--- src/rtl/dc_requant.sv ---
// Requantizes the Q9.23 DC-filter output to 9-bit signed samples using
// first-order error feedback, round-half-up, saturation and a post-reset mute window.
module dc_requant #(
  parameter int N_DECIMALS   = 23,
  parameter int MUTE_SAMPLES = 64,
  parameter int CNT_W        = 16
) (
  input  logic                    CLK_24M,
  input  logic                    reset,
  input  logic                    enable_3M,
  input  logic [N_DECIMALS+8:0]   filter_in,
  input  logic                    mute_req,
  input  logic                    clip_count_clr,
  output logic signed [8:0]       data_out,
  output logic                    out_valid,
  output logic                    clip,
  output logic [CNT_W-1:0]        clip_count,
  output logic                    running
);

  localparam int IN_W   = N_DECIMALS + 9;
  localparam int ACC_W  = IN_W + 2;
  localparam int ERR_W  = N_DECIMALS + 1;
  localparam int MCNT_W = (MUTE_SAMPLES > 1) ? $clog2(MUTE_SAMPLES) : 1;

  localparam logic signed [ACC_W-1:0] HALF_LSB = {{(ACC_W-N_DECIMALS){1'b0}}, 1'b1, {(N_DECIMALS-1){1'b0}}};
  localparam logic signed [ACC_W-1:0] Q_MAX    = {{(ACC_W-9){1'b0}}, 9'h0FF};
  localparam logic signed [ACC_W-1:0] Q_MIN    = {{(ACC_W-9){1'b1}}, 9'h100};
  localparam logic [MCNT_W-1:0]       MCNT_LAST = MCNT_W'(MUTE_SAMPLES - 1);

  typedef enum logic [0:0] {
    ST_MUTE = 1'b0,
    ST_RUN  = 1'b1
  } state_t;

  logic [IN_W-1:0]          in_r;
  logic                     pend_r;
  logic signed [ERR_W-1:0]  err_r;
  state_t                   state_r;
  logic [MCNT_W-1:0]        mcnt_r;

  logic signed [ACC_W-1:0]  sum_s;
  logic signed [ACC_W-1:0]  round_s;
  logic signed [ACC_W-1:0]  q_s;
  logic signed [ACC_W-1:0]  resid_s;

  state_t                   state_next_s;
  logic [MCNT_W-1:0]        mcnt_next_s;
  logic signed [8:0]        dout_next_s;
  logic                     clip_next_s;
  logic signed [ERR_W-1:0]  err_next_s;
  logic                     run_out_s;

  // Sample capture: the pending flag marks the following cycle as the compute cycle.
  always_ff @(posedge CLK_24M or posedge reset) begin
    if (reset) begin
      in_r   <= {IN_W{1'b0}};
      pend_r <= 1'b0;
    end else begin
      pend_r <= enable_3M;
      if (enable_3M) begin
        in_r <= filter_in;
      end else begin
        in_r <= in_r;
      end
    end
  end

  // Error-feedback rounding datapath, wide enough that the sum cannot overflow.
  always_comb begin
    sum_s   = {{(ACC_W-IN_W){in_r[IN_W-1]}}, in_r} + {{(ACC_W-ERR_W){err_r[ERR_W-1]}}, err_r};
    round_s = sum_s + HALF_LSB;
    q_s     = round_s >>> N_DECIMALS;
    resid_s = sum_s - (q_s <<< N_DECIMALS);
  end

  // Mute/run sequencing and saturation decisions, evaluated only on compute cycles.
  always_comb begin
    state_next_s = state_r;
    mcnt_next_s  = mcnt_r;
    dout_next_s  = 9'sd0;
    clip_next_s  = 1'b0;
    err_next_s   = err_r;
    run_out_s    = 1'b0;
    if (pend_r) begin
      case (state_r)
        ST_MUTE: begin
          err_next_s = {ERR_W{1'b0}};
          if (mute_req) begin
            mcnt_next_s = {MCNT_W{1'b0}};
          end else if (mcnt_r == MCNT_LAST) begin
            state_next_s = ST_RUN;
            mcnt_next_s  = {MCNT_W{1'b0}};
          end else begin
            mcnt_next_s = mcnt_r + MCNT_W'(1);
          end
        end
        ST_RUN: begin
          if (mute_req) begin
            state_next_s = ST_MUTE;
            mcnt_next_s  = {MCNT_W{1'b0}};
            err_next_s   = {ERR_W{1'b0}};
          end else begin
            run_out_s = 1'b1;
            if (q_s > Q_MAX) begin
              // Zeroing the error on saturation keeps the feedback from winding up.
              dout_next_s = 9'sh0FF;
              clip_next_s = 1'b1;
              err_next_s  = {ERR_W{1'b0}};
            end else if (q_s < Q_MIN) begin
              dout_next_s = -9'sd256;
              clip_next_s = 1'b1;
              err_next_s  = {ERR_W{1'b0}};
            end else begin
              dout_next_s = q_s[8:0];
              clip_next_s = 1'b0;
              err_next_s  = resid_s[ERR_W-1:0];
            end
          end
        end
        default: begin
          state_next_s = ST_MUTE;
          mcnt_next_s  = {MCNT_W{1'b0}};
          err_next_s   = {ERR_W{1'b0}};
        end
      endcase
    end else begin
      state_next_s = state_r;
    end
  end

  // Output, error and state registers; data holds between output pulses.
  always_ff @(posedge CLK_24M or posedge reset) begin
    if (reset) begin
      data_out  <= 9'sd0;
      out_valid <= 1'b0;
      clip      <= 1'b0;
      running   <= 1'b0;
      err_r     <= {ERR_W{1'b0}};
      state_r   <= ST_MUTE;
      mcnt_r    <= {MCNT_W{1'b0}};
    end else begin
      out_valid <= pend_r;
      if (pend_r) begin
        data_out <= dout_next_s;
        clip     <= clip_next_s;
        running  <= run_out_s;
        err_r    <= err_next_s;
        state_r  <= state_next_s;
        mcnt_r   <= mcnt_next_s;
      end else begin
        data_out <= data_out;
        clip     <= clip;
        running  <= running;
        err_r    <= err_r;
        state_r  <= state_r;
        mcnt_r   <= mcnt_r;
      end
    end
  end

  // Saturating clip event counter; a clear overrides a simultaneous increment.
  always_ff @(posedge CLK_24M or posedge reset) begin
    if (reset) begin
      clip_count <= {CNT_W{1'b0}};
    end else if (clip_count_clr) begin
      clip_count <= {CNT_W{1'b0}};
    end else if (pend_r && clip_next_s && (clip_count != {CNT_W{1'b1}})) begin
      clip_count <= clip_count + CNT_W'(1);
    end else begin
      clip_count <= clip_count;
    end
  end

endmodule

--- config.mk ---
export PLATFORM = sky130hd
export DESIGN_NAME = dc_requant
export DESIGN_NICKNAME = d
export VERILOG_FILES = /design/src/rtl/dc_requant.sv
export SDC_FILE = /design/constraint.sdc
export NUM_CORES = 1
export LEC_CHECK = 0
export CAP_MARGIN = 10
export CORE_ASPECT_RATIO = 1.25
export CORE_MARGIN = 2
export CORE_UTILIZATION = 46
export CTS_CLUSTER_SIZE = 40
export DETAILED_ROUTE_END_ITERATION = 10
export PLACE_DENSITY = 0.7
export SYNTH_ARGS = -nofsm -noshare
export SYNTH_HDL_FRONTEND = slang
export SYNTH_SLANG_ARGS = --single-unit
export TNS_END_PERCENT = 20
--- constraint.sdc ---
create_clock -name CLK_24M -period 3.3 [get_ports CLK_24M]
set_input_delay 0.495 -clock CLK_24M [delete_from_list [all_inputs] [get_ports CLK_24M]]
set_output_delay 0.495 -clock CLK_24M [all_outputs]
set_load 0.02 [all_outputs]
# Word-level counts from Yosys, hierarchy flattened
# Cells that the tools add are included.
[classes]
add_sub_neg = 5
n_mul = 0
div = 0
magnitude_cmp = 2
eq_ne = 3
shifts = 0
n_mux = 24
bitwise = 1
n_reduce_logical = 4
[ops]
columns = ["operator", "count"]
rows = [
  ["$mux W24", 3],
  ["$pmux W24 S2", 1],
  ["$mux W9", 4],
  ["$add A33 B24 Y34 const B", 1],
  ["$add A32 B24 Y33", 1],
  ["$mux W16", 2],
  ["$sub A24 B24 Y24", 1],
  ["$mux W6", 3],
  ["$add A16 B1 Y16 const B", 1],
  ["$ne A16 B16 Y1 const B", 1],
  ["$pmux W6 S2", 1],
  ["$gt A11 B9 Y1 const B", 1],
  ["$lt A11 B9 Y1 const B", 1],
  ["$mux W1", 9],
  ["$add A6 B1 Y6 const B", 1],
  ["$eq A6 B6 Y1 const B", 1],
  ["$logic_and A1 B1 Y1", 2],
  ["$ne A2 B2 Y1 const B", 1],
  ["$pmux W1 S2", 1],
  ["$reduce_and A2 Y1", 1],
  ["$reduce_bool A2 Y1", 1],
  ["$not A1 Y1", 1],
]
[totals]
regBits = 92
latchBits = 0
ram_bits = 0
mem_bits_ro = 0
out_inout_bits = 28
word_cells = 49
memories = 0

# Logic depth before layout (Yosys ltp)
[depth]
word_depth = 12
depth_mapped = 18
depth_no_buf = 17

# Worst setup path before layout
# Ideal clock, no wire load.
[synth_path]
kind = "reg2reg"
start = "register in_r[6]"
end = "register clip_count[11]"
setup_time_ns = 0.128
arrival_ns = 3.542
required_time_ns = 3.172
path_slack_ns = -0.370
stages_incl_launch_ff = 16
n_path_buf = 2
synth_period_minus_slack_ns = 3.670
cell_sequence = "dfrtp_1 > ha_1 > buf_6 > o21a_1 > o2111a_1 > o21a_2 > o21a_1 > or3b_4 > xor2_2 > and4_4 > buf_6 > a21boi_0 > o211ai_4 > nand2_2 > nor4_1 > mux2_1"
[synth_between]
elab_chain_cells = 11
elab_cells_between_ends = 12
cone_classes = "2 x add/sub; 2 x order compare; 5 x mux; 3 x reduce/logical"
[synth_rtl]
columns = ["element", "line", "text"]
rows = [
  ["start, declared", "36", "logic [IN_W-1:0] in_r;"],
  ["start signal, assigned", "57", "in_r <= {IN_W{1'b0}};"],
  ["start signal, assigned", "62", "in_r <= filter_in;"],
  ["start signal, assigned", "64", "in_r <= in_r;"],
  ["$add A32 B24 Y33 (*)", "71", "sum_s = {{(ACC_W-IN_W){in_r[IN_W-1]}}, in_r} + {{(ACC_W-ERR_W){err_r[ERR_W-1]}}, err_r};"],
  ["$add A33 B24 Y34 (*)", "72", "round_s = sum_s + HALF_LSB;"],
  ["$lt A11 B9 Y1", "110", "end else if (q_s < Q_MIN) begin"],
  ["$mux W1", "110", ""],
  ["$mux W1 (*)", "105", "if (q_s > Q_MAX) begin"],
  ["$mux W1 (*)", "99", "if (mute_req) begin"],
  ["$mux W1 (*)", "86", "case (state_r)"],
  ["$mux W1 (*)", "85", "if (pend_r) begin"],
  ["$logic_and A1 B1 Y1 (*) (2 in a row)", "168", "end else if (pend_r && clip_next_s && (clip_count != {CNT_W{1'b1}})) begin"],
  ["$reduce_bool A2 Y1 (no source line) (*)", "n/a", ""],
  ["end signal, assigned", "167", "clip_count <= {CNT_W{1'b0}};"],
  ["end signal, assigned", "169", "clip_count <= clip_count + CNT_W'(1);"],
  ["end signal, assigned", "171", "clip_count <= clip_count;"],
  ["end, declared", "17", "output logic [CNT_W-1:0] clip_count,"],
]
# Mark *: on every way between the ends. The rest lies on a longest branch, timed or not.
# A chain may end at the register's enable or synchronous reset.

# Worst setup path in the final report
[layout_path]
start = "register err_r[23]"
end = "register clip_count[8]"
[layout_between]
elab_chain_cells = 11
elab_cells_between_ends = 12
cone_classes = "2 x add/sub; 2 x order compare; 5 x mux; 3 x reduce/logical"
[layout_rtl]
columns = ["element", "line", "text"]
rows = [
  ["start, declared", "38", "logic signed [ERR_W-1:0] err_r;"],
  ["start signal, assigned", "139", "err_r <= {ERR_W{1'b0}};"],
  ["start signal, assigned", "148", "err_r <= err_next_s;"],
  ["start signal, assigned", "155", "err_r <= err_r;"],
  ["$add A32 B24 Y33 (*)", "71", ""],
  ["$add A33 B24 Y34 (*)", "72", ""],
  ["$lt A11 B9 Y1", "110", ""],
  ["$mux W1", "110", ""],
  ["$mux W1 (*)", "105", ""],
  ["$mux W1 (*)", "99", ""],
  ["$mux W1 (*)", "86", ""],
  ["$mux W1 (*)", "85", ""],
  ["$logic_and A1 B1 Y1 (*) (2 in a row)", "168", ""],
  ["$reduce_bool A2 Y1 (no source line) (*)", "n/a", ""],
]
# Marked as above.

==> flow_results.xml <==
<?xml version="1.0" encoding="UTF-8"?>
<metrics>
  <group name="drt">
    <metric name="routed_via_density" unit="">5.70</metric>
    <metric name="routedWlPerCell" unit="um">16.8</metric>
    <metric name="dr.first_iter.drc_count" unit="">314</metric>
    <metric name="via_count" unit="">5716</metric>
    <metric name="drt_first_pass_iters" unit="">5</metric>
    <metric name="drc" unit="">0</metric>
    <metric name="aggregate_routed_wire_length" unit="mm">16.9</metric>
    <metric name="ant_nets" unit="">0</metric>
  </group>
  <group name="worst_setup_path">
    <metric name="setup.reg_to_reg.worst_slack" unit="ns">-0.40</metric>
    <metric name="crit_start" unit="">err_r[23]</metric>
    <metric name="worst_path_most_repeated_cell" unit="">sky130_fd_sc_hd__buf_4</metric>
    <metric name="crit_path_top_delay_cell" unit="">sky130_fd_sc_hd__or4_1</metric>
    <metric name="cp_data_required_time" unit="ns">3.56</metric>
    <metric name="critical-path-top-delay-family" unit="">simple AND/OR/NAND/NOR gates</metric>
    <metric name="critPathMaxFanout" unit="">6</metric>
    <metric name="timing.rr.end" unit="">clip_count[8]</metric>
    <metric name="crit_arrival" unit="ns">3.96</metric>
    <metric name="crit_path_max_incr_delay" unit="ns">0.52</metric>
    <metric name="worstRegToRegCells" unit="">15</metric>
    <metric name="timing.rr.start" unit="">err_r[23]</metric>
    <metric name="worst_setup_path_start_kind" unit="">flip-flop</metric>
    <metric name="cp_cell_sequence" unit="">ha_4 &gt; nand4_1 &gt; nor3_4 &gt; buf_4 &gt; and3_1 &gt; a21bo_1 &gt; o211ai_2 &gt; a2111oi_4 &gt; and2_1 &gt; buf_4 &gt; and4b_4 &gt; o211ai_4 &gt; nand2_4 &gt; or4_1 &gt; a21oi_2</metric>
    <metric name="worstSetupEndpointType" unit="">flip-flop</metric>
    <metric name="worst_setup_path_category" unit="">reg -&gt; reg</metric>
    <metric name="cp_num_buf_inv" unit="">2</metric>
  </group>
  <group name="timing">
    <metric name="finalSetupTns" unit="ns">-10.56</metric>
    <metric name="timing.hold.ws" unit="ns">0.518</metric>
    <metric name="tightest_slew" unit="ns">0.838</metric>
    <metric name="setup_violations" unit="">49</metric>
    <metric name="slew_headroom" unit="%">44.1</metric>
    <metric name="hold_violations" unit="">0</metric>
    <metric name="period_share" unit="%">112</metric>
    <metric name="finalClockSkew" unit="ns">0.0158</metric>
    <metric name="maxSlewViolCount" unit="">0</metric>
    <metric name="timing.final.ws_setup" unit="ns">-0.399</metric>
    <metric name="achievable-frequency" unit="MHz">270</metric>
    <metric name="min_period" unit="ns">3.70</metric>
    <metric name="rsz0062_at_grt" unit="">yes</metric>
  </group>
  <group name="clock_network">
    <metric name="tritoncts" unit="">built</metric>
    <metric name="htreeDepth" unit="">3</metric>
    <metric name="sinks_on_clock_net" unit="">92</metric>
    <metric name="clock_latency" unit="ns">0.36</metric>
    <metric name="clock_tree.buffer_depth" unit="">2</metric>
    <metric name="cts_hold_buffers" unit="">0</metric>
    <metric name="cts.root.buffer_cell" unit="">sky130_fd_sc_hd__clkbuf_16</metric>
    <metric name="clkTransAtPathRegs" unit="ns">0.07</metric>
    <metric name="numCtsBuffers" unit="">9</metric>
  </group>
  <group name="global_route">
    <metric name="first_global_vias" unit="">6048</metric>
    <metric name="grt_max_degree" unit="">49</metric>
    <metric name="grt_antenna_before_repair" unit="">0</metric>
    <metric name="overflow_after_grt" unit="">0</metric>
    <metric name="grt_first_pass_wirelength" unit="mm">27.9</metric>
    <metric name="global_route.usage.total" unit="%">24.4</metric>
  </group>
  <group name="finish">
    <metric name="nNetsFinal" unit="">903</metric>
    <metric name="fillCellCount" unit="">938</metric>
    <metric name="n_antenna_cell" unit="">0</metric>
    <metric name="layout-area-overhead-vs-synth" unit="%">44.7</metric>
    <metric name="final_layout_size_suffix_gt1_share" unit="%">34.0</metric>
  </group>
  <group name="logic_synthesis">
    <metric name="synth_seq_cells" unit="">92</metric>
    <metric name="post_syn_nets" unit="">725</metric>
    <metric name="synth_cell_types" unit="">77</metric>
    <metric name="synth-edff-count" unit="">0</metric>
    <metric name="netlist_area" unit="um^2">6030</metric>
    <metric name="synth_cells" unit="">652</metric>
    <metric name="share_of_the_yosys_chip_area_belonging_to_registers" unit="%">38.2</metric>
    <metric name="synth_warnings" unit="">0</metric>
    <metric name="synth_flop_cell" unit="">sky130_fd_sc_hd__dfrtp_1</metric>
    <metric name="synthesis.area_per_instance" unit="um^2">9.24</metric>
    <metric name="synth-async-reset-ratio" unit="%">100</metric>
  </group>
  <group name="floorplanning">
    <metric name="io_pins" unit="">65</metric>
    <metric name="floorplan.die.height" unit="um">132</metric>
    <metric name="starting_utilization_of_the_core_area" unit="%">47.4</metric>
    <metric name="die_w" unit="um">106</metric>
    <metric name="design.core.area" unit="um^2">12700</metric>
    <metric name="std_cell_rows" unit="">46</metric>
    <metric name="floorplan.die_area" unit="um^2">14000</metric>
  </group>
  <group name="power_and_ir_drop">
    <metric name="clock_power_share" unit="%">36.3</metric>
    <metric name="switchingPower" unit="uW">847</metric>
    <metric name="power_per_cell_area" unit="nW/um^2">339</metric>
    <metric name="p_comb_share" unit="%">21.9</metric>
    <metric name="peak_vdd_ir" unit="mV">0.241</metric>
    <metric name="p_seq_share" unit="%">41.7</metric>
    <metric name="power.share.switching" unit="%">28.6</metric>
    <metric name="p_leak" unit="uW">0.00367</metric>
    <metric name="internal_power" unit="uW">2110</metric>
  </group>
  <group name="hold_path">
    <metric name="end_point_of_the_worst_hold_path" unit="">in_r[21]</metric>
    <metric name="timing.hold.worst.start" unit="">in_r[21]</metric>
    <metric name="holdPathStages" unit="">1</metric>
    <metric name="hold_path.class" unit="">reg -&gt; reg</metric>
  </group>
  <group name="outcome">
    <metric name="violations_in_the_final_reports" unit="">negative setup slack</metric>
    <metric name="outcome" unit="">finished, violations left</metric>
  </group>
  <group name="place">
    <metric name="portBuffers" unit="">64</metric>
    <metric name="gp_congestion" unit="">0.871</metric>
    <metric name="dp_hpwl" unit="mm">11.6</metric>
  </group>
  <group name="run">
    <metric name="max_cap_viol_count" unit="">0</metric>
  </group>
</metrics>
==> state kept, by name, indices dropped and copies added (netlist names) <==
| signal | count |
|---|---|
| clip | 1 |
| clip_count | 16 |
| data_out | 9 |
| err_r | 24 |
| in_r | 32 |
| mcnt_r | 6 |
| out_valid | 1 |
| pend_r | 1 |
| running | 1 |
| state_r | 1 |
==> logic make-up (layout without fill, tap and decap cells) <==
logic type               Yosys count  after routing  synth area share, %
AND/OR/NAND/NOR                  194            195                 16.9
flip-flops                        92             92                 38.2
adder cells (fa/ha/maj)           36             36                 7.60
buffers and inverters             72            254                 4.98
AO/OA/AOI/OAI                    188            188                 20.5
multiplexers                      37             37                 6.87
XOR/XNOR                          33             33                 4.92
==> per-stage QoR <==
step           worst slack (ns)  std cells  utilization, %  power, uW  instance area, um^2
2_1_floorplan            -0.317        652               -       1560                 6070
3_3_place_gp             -0.305        969            60.2       1780                 7650
3_5_place_dp             -0.453        969            60.2       1800                 7650
4_1_cts                  -0.316        993            66.0       2930                 8390
5_1_grt                  -0.554       1003            68.6       3090                 8720
6_report                 -0.399       1003            68.6       2960                 8720
==> worst reg2reg max path, delay by kind of cell (launching register included) <==
family	cells	cell delay, ns
buffers and inverters	2	0.31
AND/OR/NAND/NOR	7	1.62
AO/OA/AOI/OAI	5	0.84
adder cells (fa/ha/maj)	1	0.34
flip-flops	1	0.50
==> layer usage <==
| layer | part of all wire, % | track usage (%) |
|---|---|---|
| met2 | 55 | 44.9 |
| met5 | 0 | 0 |
| met3 | 3.5 | 3.86 |
| met1 | 39 | 27.5 |
| met4 | 2.7 | 10.4 |
==> final cells by class <==
class | instances | area, um^2 | area share (%)
Clock buffer | 10 | 229 | 2.62
Clock inverter | 6 | 70.1 | 0.803
Inverter | 48 | 181 | 2.08
Multi-Input combinational cell | 489 | 4090 | 46.9
Sequential cell | 92 | 2300 | 26.4
Tap cell | 168 | 210 | 2.41
Timing Repair Buffer | 190 | 1640 | 18.8
==> worst max path at each step <==
stage,end,depth (start not counted)
after floorplan,clip_count[2],16
after global placement,clip_count[15],16
after detailed placement,clip_count[15],14
after CTS,clip_count[5],15
after global routing,clip_count[8],14
final,clip_count[8],15
==> Yosys cell counts, types with 7 or more instances <==
| cell | instances | area [um^2] |
|---|---|---|
| sky130_fd_sc_hd__ha_1 | 35 | 438 |
| sky130_fd_sc_hd__or4_1 | 7 | 52.6 |
| sky130_fd_sc_hd__dfrtp_1 | 92 | 2300 |
| sky130_fd_sc_hd__xor2_1 | 20 | 175 |
| sky130_fd_sc_hd__clkbuf_1 | 14 | 52.6 |
| sky130_fd_sc_hd__nand2b_1 | 8 | 50.1 |
| sky130_fd_sc_hd__nand3_1 | 20 | 100 |
| sky130_fd_sc_hd__nor2b_1 | 16 | 100 |
| sky130_fd_sc_hd__a31oi_1 | 7 | 43.8 |
| sky130_fd_sc_hd__mux2_2 | 32 | 360 |
| sky130_fd_sc_hd__o22ai_1 | 30 | 188 |
| sky130_fd_sc_hd__inv_1 | 48 | 180 |
| sky130_fd_sc_hd__a21o_1 | 9 | 67.6 |
| sky130_fd_sc_hd__o21ai_0 | 24 | 120 |
| sky130_fd_sc_hd__nand2_1 | 53 | 199 |
| sky130_fd_sc_hd__nor2_1 | 33 | 124 |
| sky130_fd_sc_hd__nand4_1 | 13 | 81.3 |
| sky130_fd_sc_hd__a21oi_1 | 59 | 295 |
| sky130_fd_sc_hd__xnor2_1 | 12 | 105 |
| sky130_fd_sc_hd__nor3_1 | 12 | 60.1 |
==> power by group through the flow <==
stage | clock (uW) | sequential, uW | combinational [uW]
global placement | 0 | 1240 | 534
global route | 1140 | 1240 | 706
finish | 1070 | 1230 | 648
floorplan | 0 | 1230 | 333
CTS | 1100 | 1230 | 602
detailed placement | 0 | 1250 | 550
==> timing repair <==
item / 4_1_cts / 5_1_grt
pin swaps: 27 / 29
gates cloned: 1 / 0
gates resized for setup: 62 / 51
buffers inserted: 7 / 10
endpoints found under the setup margin: 49 / 49
==> placed cells by master (no fill, tap or decap), types with 15 or more instances in the layout <==
cell type	count
sky130_fd_sc_hd__nor2b_1	16
sky130_fd_sc_hd__buf_4	119
sky130_fd_sc_hd__inv_1	46
sky130_fd_sc_hd__dfrtp_1	91
sky130_fd_sc_hd__a21oi_1	41
sky130_fd_sc_hd__xor2_1	19
sky130_fd_sc_hd__nand3_1	19
sky130_fd_sc_hd__a21oi_2	15
sky130_fd_sc_hd__o21ai_0	20
sky130_fd_sc_hd__o22ai_1	19
sky130_fd_sc_hd__mux2_2	32
sky130_fd_sc_hd__clkdlybuf4s50_1	64
sky130_fd_sc_hd__nor2_1	29
sky130_fd_sc_hd__nand2_1	50
Note: power is estimated with default switching activity, not from simulation.
